**src/rtl/block_tile_scheduler.sv**
```systemverilog
// Tile sequencer for the blocked matmul path: walks (row, col, k) tiles,
// hands each one to the MAC array and strobes the accumulator once per tile.
module block_tile_scheduler #(
  parameter int NUM_BLOCKS = 2,
  parameter int IDX_WIDTH  = 2,
  parameter int CNT_WIDTH  = 16
) (
  input  logic                 clk,
  input  logic                 rst,
  input  logic                 start,
  output logic                 tile_valid,
  input  logic                 tile_ready,
  output logic [IDX_WIDTH-1:0] k_block_idx,
  input  logic                 mac_done,
  output logic                 accumulate_result,
  output logic [IDX_WIDTH-1:0] row_block_idx,
  output logic [IDX_WIDTH-1:0] col_block_idx,
  output logic                 busy,
  output logic                 done,
  output logic [CNT_WIDTH-1:0] tile_count,
  output logic [CNT_WIDTH-1:0] cycle_count
);

  typedef enum logic [2:0] {
    IDLE,
    ISSUE,
    WAIT_MAC,
    ACCUM,
    GAP,
    FINISH
  } state_t;

  localparam logic [IDX_WIDTH-1:0] LAST = IDX_WIDTH'(NUM_BLOCKS - 1);

  state_t state;
  state_t state_nxt;
  logic   last_tile;

  assign last_tile = (row_block_idx == LAST) &&
                     (col_block_idx == LAST) &&
                     (k_block_idx == LAST);

  always_ff @(posedge clk or posedge rst) begin
    if (rst) state <= IDLE;
    else     state <= state_nxt;
  end

  // Outputs decode straight from state so reset clears them immediately.
  always_comb begin
    state_nxt         = state;
    tile_valid        = 1'b0;
    accumulate_result = 1'b0;
    busy              = 1'b0;
    done              = 1'b0;
    unique case (state)
      IDLE: begin
        if (start) state_nxt = ISSUE;
      end
      ISSUE: begin
        tile_valid = 1'b1;
        busy       = 1'b1;
        if (tile_ready) state_nxt = WAIT_MAC;
      end
      WAIT_MAC: begin
        busy = 1'b1;
        if (mac_done) state_nxt = ACCUM;
      end
      ACCUM: begin
        accumulate_result = 1'b1;
        busy              = 1'b1;
        state_nxt         = GAP;
      end
      GAP: begin
        busy      = 1'b1;
        state_nxt = last_tile ? FINISH : ISSUE;
      end
      FINISH: begin
        done      = 1'b1;
        state_nxt = IDLE;
      end
      default: state_nxt = IDLE;
    endcase
  end

  always_ff @(posedge clk or posedge rst) begin
    if (rst) begin
      row_block_idx <= '0;
      col_block_idx <= '0;
      k_block_idx   <= '0;
      tile_count    <= '0;
      cycle_count   <= '0;
    end else begin
      if (state == IDLE) begin
        if (start) begin
          row_block_idx <= '0;
          col_block_idx <= '0;
          k_block_idx   <= '0;
          tile_count    <= '0;
          cycle_count   <= '0;
        end
      end else if (cycle_count != '1) begin
        cycle_count <= cycle_count + 1'b1;
      end
      if (state == ACCUM) tile_count <= tile_count + 1'b1;
      // k innermost, then col, then row; the last tile leaves indices parked
      if (state == GAP && !last_tile) begin
        if (k_block_idx == LAST) begin
          k_block_idx <= '0;
          if (col_block_idx == LAST) begin
            col_block_idx <= '0;
            row_block_idx <= row_block_idx + 1'b1;
          end else begin
            col_block_idx <= col_block_idx + 1'b1;
          end
        end else begin
          k_block_idx <= k_block_idx + 1'b1;
        end
      end
    end
  end

endmodule

```
**config.mk**
```make
export PLATFORM = sky130hd
export DESIGN_NAME = block_tile_scheduler
export DESIGN_NICKNAME = d
export VERILOG_FILES = /design/src/rtl/block_tile_scheduler.sv
export SDC_FILE = /design/constraint.sdc
export NUM_CORES = 1
export LEC_CHECK = 0
export BUFFER_PORTS_ARGS = -buffer_cell sky130_fd_sc_hd__buf_2
export CELL_PAD_IN_SITES_DETAIL_PLACEMENT = 1
export CELL_PAD_IN_SITES_GLOBAL_PLACEMENT = 2
export CORE_MARGIN = 2
export CORE_UTILIZATION = 30
export DETAILED_ROUTE_END_ITERATION = 6
export GPL_TIMING_DRIVEN = 0
export PLACE_DENSITY = 0.81
export SLEW_MARGIN = 10
export SYNTH_ARGS = -nofsm -noshare
export SYNTH_HDL_FRONTEND = slang
export SYNTH_SLANG_ARGS = --single-unit
```
**constraint.sdc**
```tcl
create_clock -name clk -period 1.6 [get_ports clk]
set_clock_uncertainty 0.05 [all_clocks]
set_input_delay 0.32 -clock clk [delete_from_list [all_inputs] [get_ports clk]]
set_output_delay 0.32 -clock clk [all_outputs]
set_load 0.01 [all_outputs]
```
==> results of run 1 <==
-- critical path, stage by stage (launching register included) --
cell,delay [ps]
dfrtp_1,390
ha_4,160
nand2_4,50
or4_4,570
o2111ai_2,200
mux2i_1,200
-- flip-flops by register name, summed over array words and instances, names as in the netlist --
| signal | cells |
|---|---|
| cycle_count | 16 |
| tile_count | 16 |
| state | 3 |
| col_block_idx | 2 |
| k_block_idx | 2 |
| row_block_idx | 2 |
-- metal layers --
metal  vias up  GRT usage
li1       1040          -
met1      1103      0.220
met2        43      0.277
met3         4     0.0384
met4         0     0.0295
met5         -          0
-- stage by stage --
stage               area (um^2)  power, mW  setup TNS [ps]   util  setup slack [ps]
global route               3250       4.43           -1590  0.448              -143
global placement           2650       2.61          -22780  0.365              -526
finish                     3250       4.14            -402  0.448             -93.7
CTS                        3100       3.95            -382  0.427              -112
floorplan                  2290       2.21            -291      -             -78.0
detailed placement         2670       2.64           -6360  0.368              -325
-- cells in the mapped netlist, types with 2 or more instances --
library cell  count  area share
dfrtp_1          41        0.46
nand2_1          40       0.067
mux2i_1          14       0.062
o21ai_0          14       0.031
nand4_1          11       0.031
nor2_1           10       0.017
a21oi_1           9       0.020
nand3_1           9       0.020
clkbuf_1          7       0.012
and3_1            6       0.017
inv_1             6       0.010
o31ai_1           6       0.020
a31oi_1           5       0.014
nor3_1            5       0.011
o311ai_0          4       0.016
and2_1            3      0.0084
buf_2             3      0.0067
ha_1              3       0.017
nor2b_1           3      0.0084
o211ai_1          3       0.010
a22o_1            2      0.0078
and4_1            2      0.0078
nand3b_1          2      0.0067
nor3b_1           2      0.0067
nor4_1            2      0.0056
or3_1             2      0.0056
-- where the power goes --
group          internal (mW)  total, mW  switching [mW]
clock                  0.464      0.845           0.382
combinational          0.922       1.98            1.06
sequential              1.18       1.31           0.135
total                   2.56       4.14            1.58
-- kinds of logic (layout without fill, tap and decap cells) --
kind of cell,count (synthesis),in the layout,synth area share
compound gates,54,54,0.166
xor+xnor,2,2,0.00780
fa+ha+maj,3,3,0.0167
buf+inv,18,101,0.0323
flops,41,41,0.457
mux,16,16,0.0724
simple gates,104,104,0.248
-- area by class of cell --
cell class | count | area [um^2]
repair buffers | 77 | 499
well taps | 99 | 124
fillers | 857 | 4000
clock buffers | 6 | 72.6
plain buffers | 9 | 103
clock inverters | 2 | 35.0
flip-flops and latches | 41 | 1040
multi-input cells | 179 | 1350
inverters | 7 | 26.3
-- worst max path at each step --
stage,start,to,cells past startpoint
2_1_floorplan,cycle_count[9],cycle_count[5],4
3_3_place_gp,rst,cycle_count[9],2
3_5_place_dp,state[0],tile_count[15],6
4_1_cts,cycle_count[1],cycle_count[5],5
5_1_grt,cycle_count[1],cycle_count[5],5
6_report,cycle_count[1],cycle_count[5],5
-- layout by cell type (no fill, tap or decap), types with 5 or more instances in the layout --
cell type	n
a21oi_1	6
a31oi_1	5
and3_1	5
buf_2	47
buf_4	25
buf_6	8
clkbuf_8	6
dfrtp_1	29
dfrtp_2	12
inv_1	5
mux2i_1	14
nand2_1	35
nand3_1	8
nand4_1	11
nor2_1	9
o21ai_0	9
o21ai_1	5
o31ai_1	5
-- timing repair --
action / 4_1_cts / 5_1_grt
hold endpoints to repair: 10 / 0
hold buffers: 1 / 0
pin swaps: 14 / 11
setup buffers: 22 / 6
cloned: 0 / 1
resized for setup: 41 / 37
setup endpoints to repair: 39 / 39
==> flow_metrics.py, run 1 <==
metrics = {
    "run_status": {
        "outcome": "complete, but fails checks",
        "violations": "negative setup slack",
    },
    "hold_path": {
        "min_path_type": "input pin to flop",
        "hold-path-cell-count": 3,
        "whs_endpoint": "state[1]",
        "hp-start": "tile_ready",
    },
    "die": {
        "die_area_um2": 8190,
        "die_w_um": 90.5,
        "io_pins": 47,
        "core_um2": 7250,
        "die_y_um": 90.5,
        "start_util": 0.310,
        "rows": 31,
    },
    "place": {
        "gp_congestion": 0.704,
        "io_buffers": 46,
        "place_inst": 384,
        "place_hpwl_um": 4310,
    },
    "global_route": {
        "grt_pass1_wl_um": 11100,
        "antenna_found_initial": 0,
        "grt_max_degree": 32,
        "grt-ovfl-total": 0,
        "grt_usage": 0.165,
        "grt_pass1_vias": 2228,
    },
    "timing": {
        "tightest_slew_ps": 537,
        "clock.fmax_mhz": 590,
        "finalWorstSetupSlack_ps": -93.7,
        "setup_viol": 8,
        "period_minus_slack_ps": 1690,
        "rsz0062_at_grt": "yes",
        "maxSlewHeadroom": 0.641,
        "timing.final.crit_share": 1.06,
        "report.final.slew_viol_count": 0,
        "hold_viol": 0,
        "hold-worst-slack_ps": 247,
    },
    "detailed_routing": {
        "drt_iter0_drc": 113,
        "vias_per_cell": 5.21,
        "routed_wl_um": 6810,
        "drc": 0,
        "via_count": 2190,
        "firstDrtPassIters": 4,
        "dr_wl_met2_um": 3380,
        "wl_per_cell_um": 16.2,
        "top_layer": "met4",
        "wl_met3_um": 300,
        "wl_met1_um": 3090,
        "ant_nets": 0,
    },
    "power": {
        "leakagePower_nw": 1.54,
        "power_density_nw_per_um2": 1270,
        "max-vdd-ir-drop_uv": 424,
    },
    "critical_path": {
        "startpoint_type": "flop",
        "cp.arrival_ps": 1870,
        "required_ps": 1780,
        "crit_fanout": 4,
        "reg2reg_to": "cycle_count[5]",
        "endpoint_kind": "flop",
        "r2r-start": "cycle_count[1]",
        "path_class": "flop to flop",
        "r2r_cells": 5,
        "reg2reg_slack_ps": -90,
    },
    "flow_run": {
        "maxCapViolations": 0,
    },
    "final_layout": {
        "final_nets": 328,
        "antenna_cells": 0,
        "drive_gt1_frac": 0.452,
        "final_cells": 420,
        "area_growth_pct": 44.7,
    },
    "logic_synthesis": {
        "synth-main-ff-cell": "dfrtp_1",
        "synth_seq_cells": 41,
        "yosysWarningCount": 0,
        "synth_cells": 238,
        "netlist_area_um2": 2250,
        "syn_area_per_cell_um2": 9.44,
        "synth_cell_types": 50,
        "syn-num-nets": 246,
        "ys_seq_area_frac": 0.457,
        "synth-edff-count": 0,
        "async_flop_share": 1.00,
    },
    "clock_tree": {
        "cts_buffers": 5,
        "clock_latency_ps": 300,
        "cts.path.max_buffers": 2,
        "htreeDepth": 2,
        "root_buffer": "clkbuf_8",
        "cts_sinks": 41,
        "cts_tree": "yes",
        "clkSlewWorstSetupHoldPaths_ps": 80,
    },
}
No activity file was read; power rests on OpenSTA's default activity.
==> run 2, diff against run 1 <==
--- a/config.mk
+++ b/config.mk
@@ -13,6 +13,7 @@
 export DETAILED_ROUTE_END_ITERATION = 6
 export GPL_TIMING_DRIVEN = 0
 export PLACE_DENSITY = 0.81
+export SKIP_LAST_GASP = 1
 export SLEW_MARGIN = 10
 export SYNTH_ARGS = -nofsm -noshare
 export SYNTH_HDL_FRONTEND = slang
==> flow_metrics.py, run 2 (same netlist as run 1, synthesis figures left out) <==
metrics = {
    "run_status": {
        "outcome": "complete, but fails checks",
        "violations": "negative setup slack",
    },
    "critical_path": {
        "path_class": "flop to flop",
        "required_ps": 1740,
        "startpoint_type": "flop",
        "endpoint_kind": "flop",
        "crit_fanout": 6,
        "cp.arrival_ps": 1850,
    },
    "place": {
        "place_hpwl_um": 4310,
        "place_inst": 384,
        "io_buffers": 46,
        "dp_slack_ps": -325,
        "gp_congestion": 0.704,
        "postPlaceCellArea_um2": 2670,
    },
    "global_route": {
        "antenna_found_initial": 0,
        "grt-ovfl-total": 0,
        "grt_pass1_wl_um": 11000,
        "grt_usage": 0.164,
        "grt_max_degree": 32,
        "grt_pass1_vias": 2193,
    },
    "final_layout": {
        "antenna_cells": 0,
        "area_growth_pct": 45.8,
        "reg.largest.list": "cycle_count x16, tile_count x16, state x3",
        "drive_gt1_frac": 0.457,
        "finalInstanceArea_um2": 3280,
        "final_cells": 423,
        "final_nets": 331,
        "final_cell_mix": "46 x buf_2, 35 x nand2_1, 29 x buf_4, 28 x dfrtp_1, 14 x mux2i_1",
        "final_common_cell": "buf_2",
    },
    "power": {
        "power_density_nw_per_um2": 1270,
        "leakagePower_nw": 1.56,
        "max-vdd-ir-drop_uv": 424,
    },
    "clock_tree": {
        "cts.path.max_buffers": 2,
        "cts_sinks": 41,
        "clock_latency_ps": 300,
        "htreeDepth": 2,
        "cts_buffers": 5,
        "root_buffer": "clkbuf_8",
        "clkSlewWorstSetupHoldPaths_ps": 80,
        "cts_tree": "yes",
    },
    "hold_path": {
        "min_path_type": "input pin to flop",
    },
    "die": {
        "start_util": 0.310,
        "die_w_um": 90.5,
        "die_area_um2": 8190,
        "rows": 31,
        "core_um2": 7250,
        "die_y_um": 90.5,
        "io_pins": 47,
    },
    "detailed_routing": {
        "routed_wl_um": 6850,
        "wl_per_cell_um": 16.2,
        "drt_iter0_drc": 132,
        "firstDrtPassIters": 4,
        "vias_per_cell": 5.23,
        "via_count": 2212,
        "ant_nets": 0,
        "drc": 0,
    },
    "timing": {
        "maxSlewHeadroom": 0.666,
        "setup_viol": 11,
        "hold_viol": 0,
        "finalWorstSetupSlack_ps": -110,
        "rsz0062_at_grt": "yes",
        "timing.final.crit_share": 1.07,
        "period_minus_slack_ps": 1710,
        "report.final.slew_viol_count": 0,
        "tightest_slew_ps": 499,
        "clock.fmax_mhz": 585,
        "setup_tns_ps": -800,
    },
    "flow_run": {
        "maxCapViolations": 0,
    },
}
==> run 2: stage by stage <==
step	util	hold WS (ps)	power [mW]
2_1_floorplan	-	357	2.21
3_3_place_gp	0.365	421	2.61
3_5_place_dp	0.368	221	2.64
4_1_cts	0.423	234	3.89
5_1_grt	0.452	274	4.44
6_report	0.452	250	4.16
==> run 2: path summary, 6_finish.rpt <==
| check | startpoint | slack [ps] | cells past startpoint | endpoint |
|---|---|---|---|---|
| setup reg to reg | cycle_count[10] | -110 | 6 | cycle_count[13] |
| hold reg to reg | tile_count[15] | 430 | 1 | tile_count[15] |
| setup / recovery | cycle_count[10] | -110 | 6 | cycle_count[13] |
| hold / removal | tile_ready | 250 | 3 | state[1] |
| min in group asynchronous | rst | 440 | 3 | tile_count[15] |
| max in group asynchronous | rst | 580 | 4 | cycle_count[14] |
==> run 2: layout make-up <==
class                      instances  area (um^2)
fill                             855         3980
multi-input combinational        179         1360
sequential                        41         1040
timing repair buffer              80          522
tap                               99          124
buffer                             9         95.1
clock buffer                       6         72.6
clock inverter                     2         35.0
inverter                           7         26.3
==> run 2: power breakdown <==
part           switching [mW]  internal, mW  total, mW
Combinational            1.08         0.931       2.01
Sequential              0.131          1.18       1.31
Clock                   0.377         0.464      0.841
==> run 2: worst max-delay path: stages, from the launching register on <==
cell	delay [ps]
dfrtp_2	420
nand4_4	150
buf_4	170
nor4_4	360
buf_6	200
nor4_2	50
o22a_1	210
==> run 2: timing repair <==
action                                 in CTS  in global routing
hold buffers                                1                  0
endpoints found under the hold margin      10                  0
buffers inserted                           22                  9
setup endpoints to repair                  39                 41
cloned                                      0                  1
resized for setup                          34                 44
pin swaps                                  14                 12
==> run 2: metal layers <==
metal / GRT usage / vias to the layer above / share of wire
li1: - / 1053 / -
met2: 0.274 / 42 / 0.50
met4: 0.0295 / 0 / 0.0025
met1: 0.219 / 1115 / 0.46
met5: 0 / - / 0
met3: 0.0384 / 2 / 0.038
==> run 3, diff against run 2 <==
==> constraint.sdc (replaced) <==
create_clock -name clk -period 1.6 [get_ports clk]
set_clock_uncertainty 0.05 [all_clocks]
set_input_delay 0.08 -clock clk [delete_from_list [all_inputs] [get_ports clk]]
set_output_delay 0.08 -clock clk [all_outputs]
set_load 0.01 [all_outputs]
==> flow_metrics.py, run 3 (same netlist as run 1, synthesis figures left out) <==
metrics = {
    "detailed_routing": {
        "firstDrtPassIters": 4,
        "drt_iter0_drc": 119,
        "via_count": 2169,
        "wl_met3_um": 266,
        "routed_wl_um": 6680,
        "ant_nets": 0,
        "wl_per_cell_um": 16.0,
        "vias_per_cell": 5.21,
        "dr_wl_met2_um": 3250,
        "top_layer": "met4",
        "drc": 0,
        "wl_met1_um": 3140,
    },
    "critical_path": {
        "r2r-start": "cycle_count[10]",
        "path_class": "flop to flop",
        "setup.worst_path.start": "cycle_count[10]",
        "cp.arrival_ps": 1850,
        "crit_end": "cycle_count[13]",
        "startpoint_type": "flop",
        "crit_fanout": 6,
        "reg2reg_slack_ps": -120,
        "reg2reg_to": "cycle_count[13]",
        "r2r_cells": 6,
        "required_ps": 1740,
        "endpoint_kind": "flop",
    },
    "final_layout": {
        "utilization": 0.437,
        "antenna_cells": 0,
        "area_growth_pct": 41.1,
        "drive_gt1_frac": 0.432,
        "final_common_cell": "buf_2",
        "final_nets": 324,
        "final_cell_mix": "48 x buf_2, 36 x nand2_1, 27 x dfrtp_1, 25 x buf_4",
        "reg.largest.list": "cycle_count x16, tile_count x16, state x3",
    },
    "clock_tree": {
        "cts_buffers": 5,
        "cts_tree": "yes",
        "clkSlewWorstSetupHoldPaths_ps": 80,
        "cts_sinks": 41,
        "root_buffer": "clkbuf_8",
        "clock_latency_ps": 300,
        "cts.path.max_buffers": 2,
        "htreeDepth": 2,
    },
    "global_route": {
        "grt_pass1_wl_um": 10900,
        "grt_usage": 0.162,
        "antenna_found_initial": 0,
        "grt_pass1_vias": 2172,
        "grt-ovfl-total": 0,
        "grt_max_degree": 32,
    },
    "timing": {
        "finalWorstSetupSlack_ps": -118,
        "report.final.slew_viol_count": 0,
        "setup_viol": 10,
        "maxSlewHeadroom": 0.671,
        "timing.final.crit_share": 1.07,
        "clock.fmax_mhz": 582,
        "hold_viol": 0,
        "period_minus_slack_ps": 1720,
        "setup_tns_ps": -697,
        "tightest_slew_ps": 492,
        "rsz0062_at_grt": "yes",
    },
    "power": {
        "leakagePower_nw": 1.50,
        "p_total_mw": 3.80,
        "power_density_nw_per_um2": 1200,
        "max-vdd-ir-drop_uv": 447,
    },
    "place": {
        "place_hpwl_um": 4310,
        "dp_slack_ps": -325,
        "gp_congestion": 0.704,
        "io_buffers": 46,
    },
    "die": {
        "core_um2": 7250,
        "io_pins": 47,
        "start_util": 0.310,
        "die_w_um": 90.5,
        "die_y_um": 90.5,
        "rows": 31,
        "die_area_um2": 8190,
    },
    "hold_path": {
        "min_path_type": "input pin to flop",
    },
    "run_status": {
        "violations": "negative setup slack",
        "outcome": "complete, but fails checks",
    },
    "flow_run": {
        "maxCapViolations": 0,
    },
}
==> run 3: cell types whose count changed in the layout (fill, tap and decap cells not counted), sizes merged <==
cell	previous run	this run
buf	86	77
clkbuf	8	9
dlygate4sd3	1	2
==> run 3: repair_timing <==
item,CTS,global route
setup buffers,18,8
setup endpoints to repair,36,37
hold buffers,2,0
hold endpoints to repair,42,0
pin swaps,11,12
gates cloned,0,0
gates resized for setup,26,31
==> run 3: per-layer routing <==
layer / vias up / GRT usage
met5: - / 0
met4: 0 / 0.0269
met3: 2 / 0.0384
met2: 41 / 0.269
met1: 1091 / 0.218
li1: 1035 / -
==> run 3: final cells by class <==
type	count	area, um^2
plain buffers	7	55.1
clock buffers	6	72.6
clock inverters	2	35.0
fillers	850	4090
inverters	7	26.3
multi-input cells	179	1340
flip-flops and latches	41	1040
well taps	99	124
repair buffers	75	473
==> run 3: per-stage QoR <==
stage          area, um^2  hold slack (ps)  cells
5_1_grt              3170             17.8    416
4_1_cts              3010             16.5    409
3_5_place_dp         2670            -19.2    384
6_report             3170             30.3    416
3_3_place_gp         2650              305    383
2_1_floorplan        2290              117    238
==> run 3: worst min-delay path by stage <==
stage	startpoint	endpoint	slack (ps)	cells past startpoint
2_1_floorplan	start	col_block_idx[0]	120	1
3_3_place_gp	tile_ready	state[1]	300	3
3_5_place_dp	rst	tile_count[15]	-20	2
4_1_cts	start	col_block_idx[0]	20	2
5_1_grt	start	col_block_idx[0]	20	2
6_report	start	col_block_idx[0]	30	2
==> run 3: critical path, cell delays in order, from the launching register on <==
cell	delay, ps
dfrtp_2	420
nand4_4	150
buf_4	170
nor4_4	360
buf_6	200
nor4_2	50
o22a_1	210
==> run 3: report_power, final <==
part           internal (mW)  total, mW  leakage [nW]  switching [mW]
clock                  0.464      0.837        0.0552           0.373
combinational          0.683       1.63         0.909           0.946
sequential              1.18       1.34         0.541           0.157
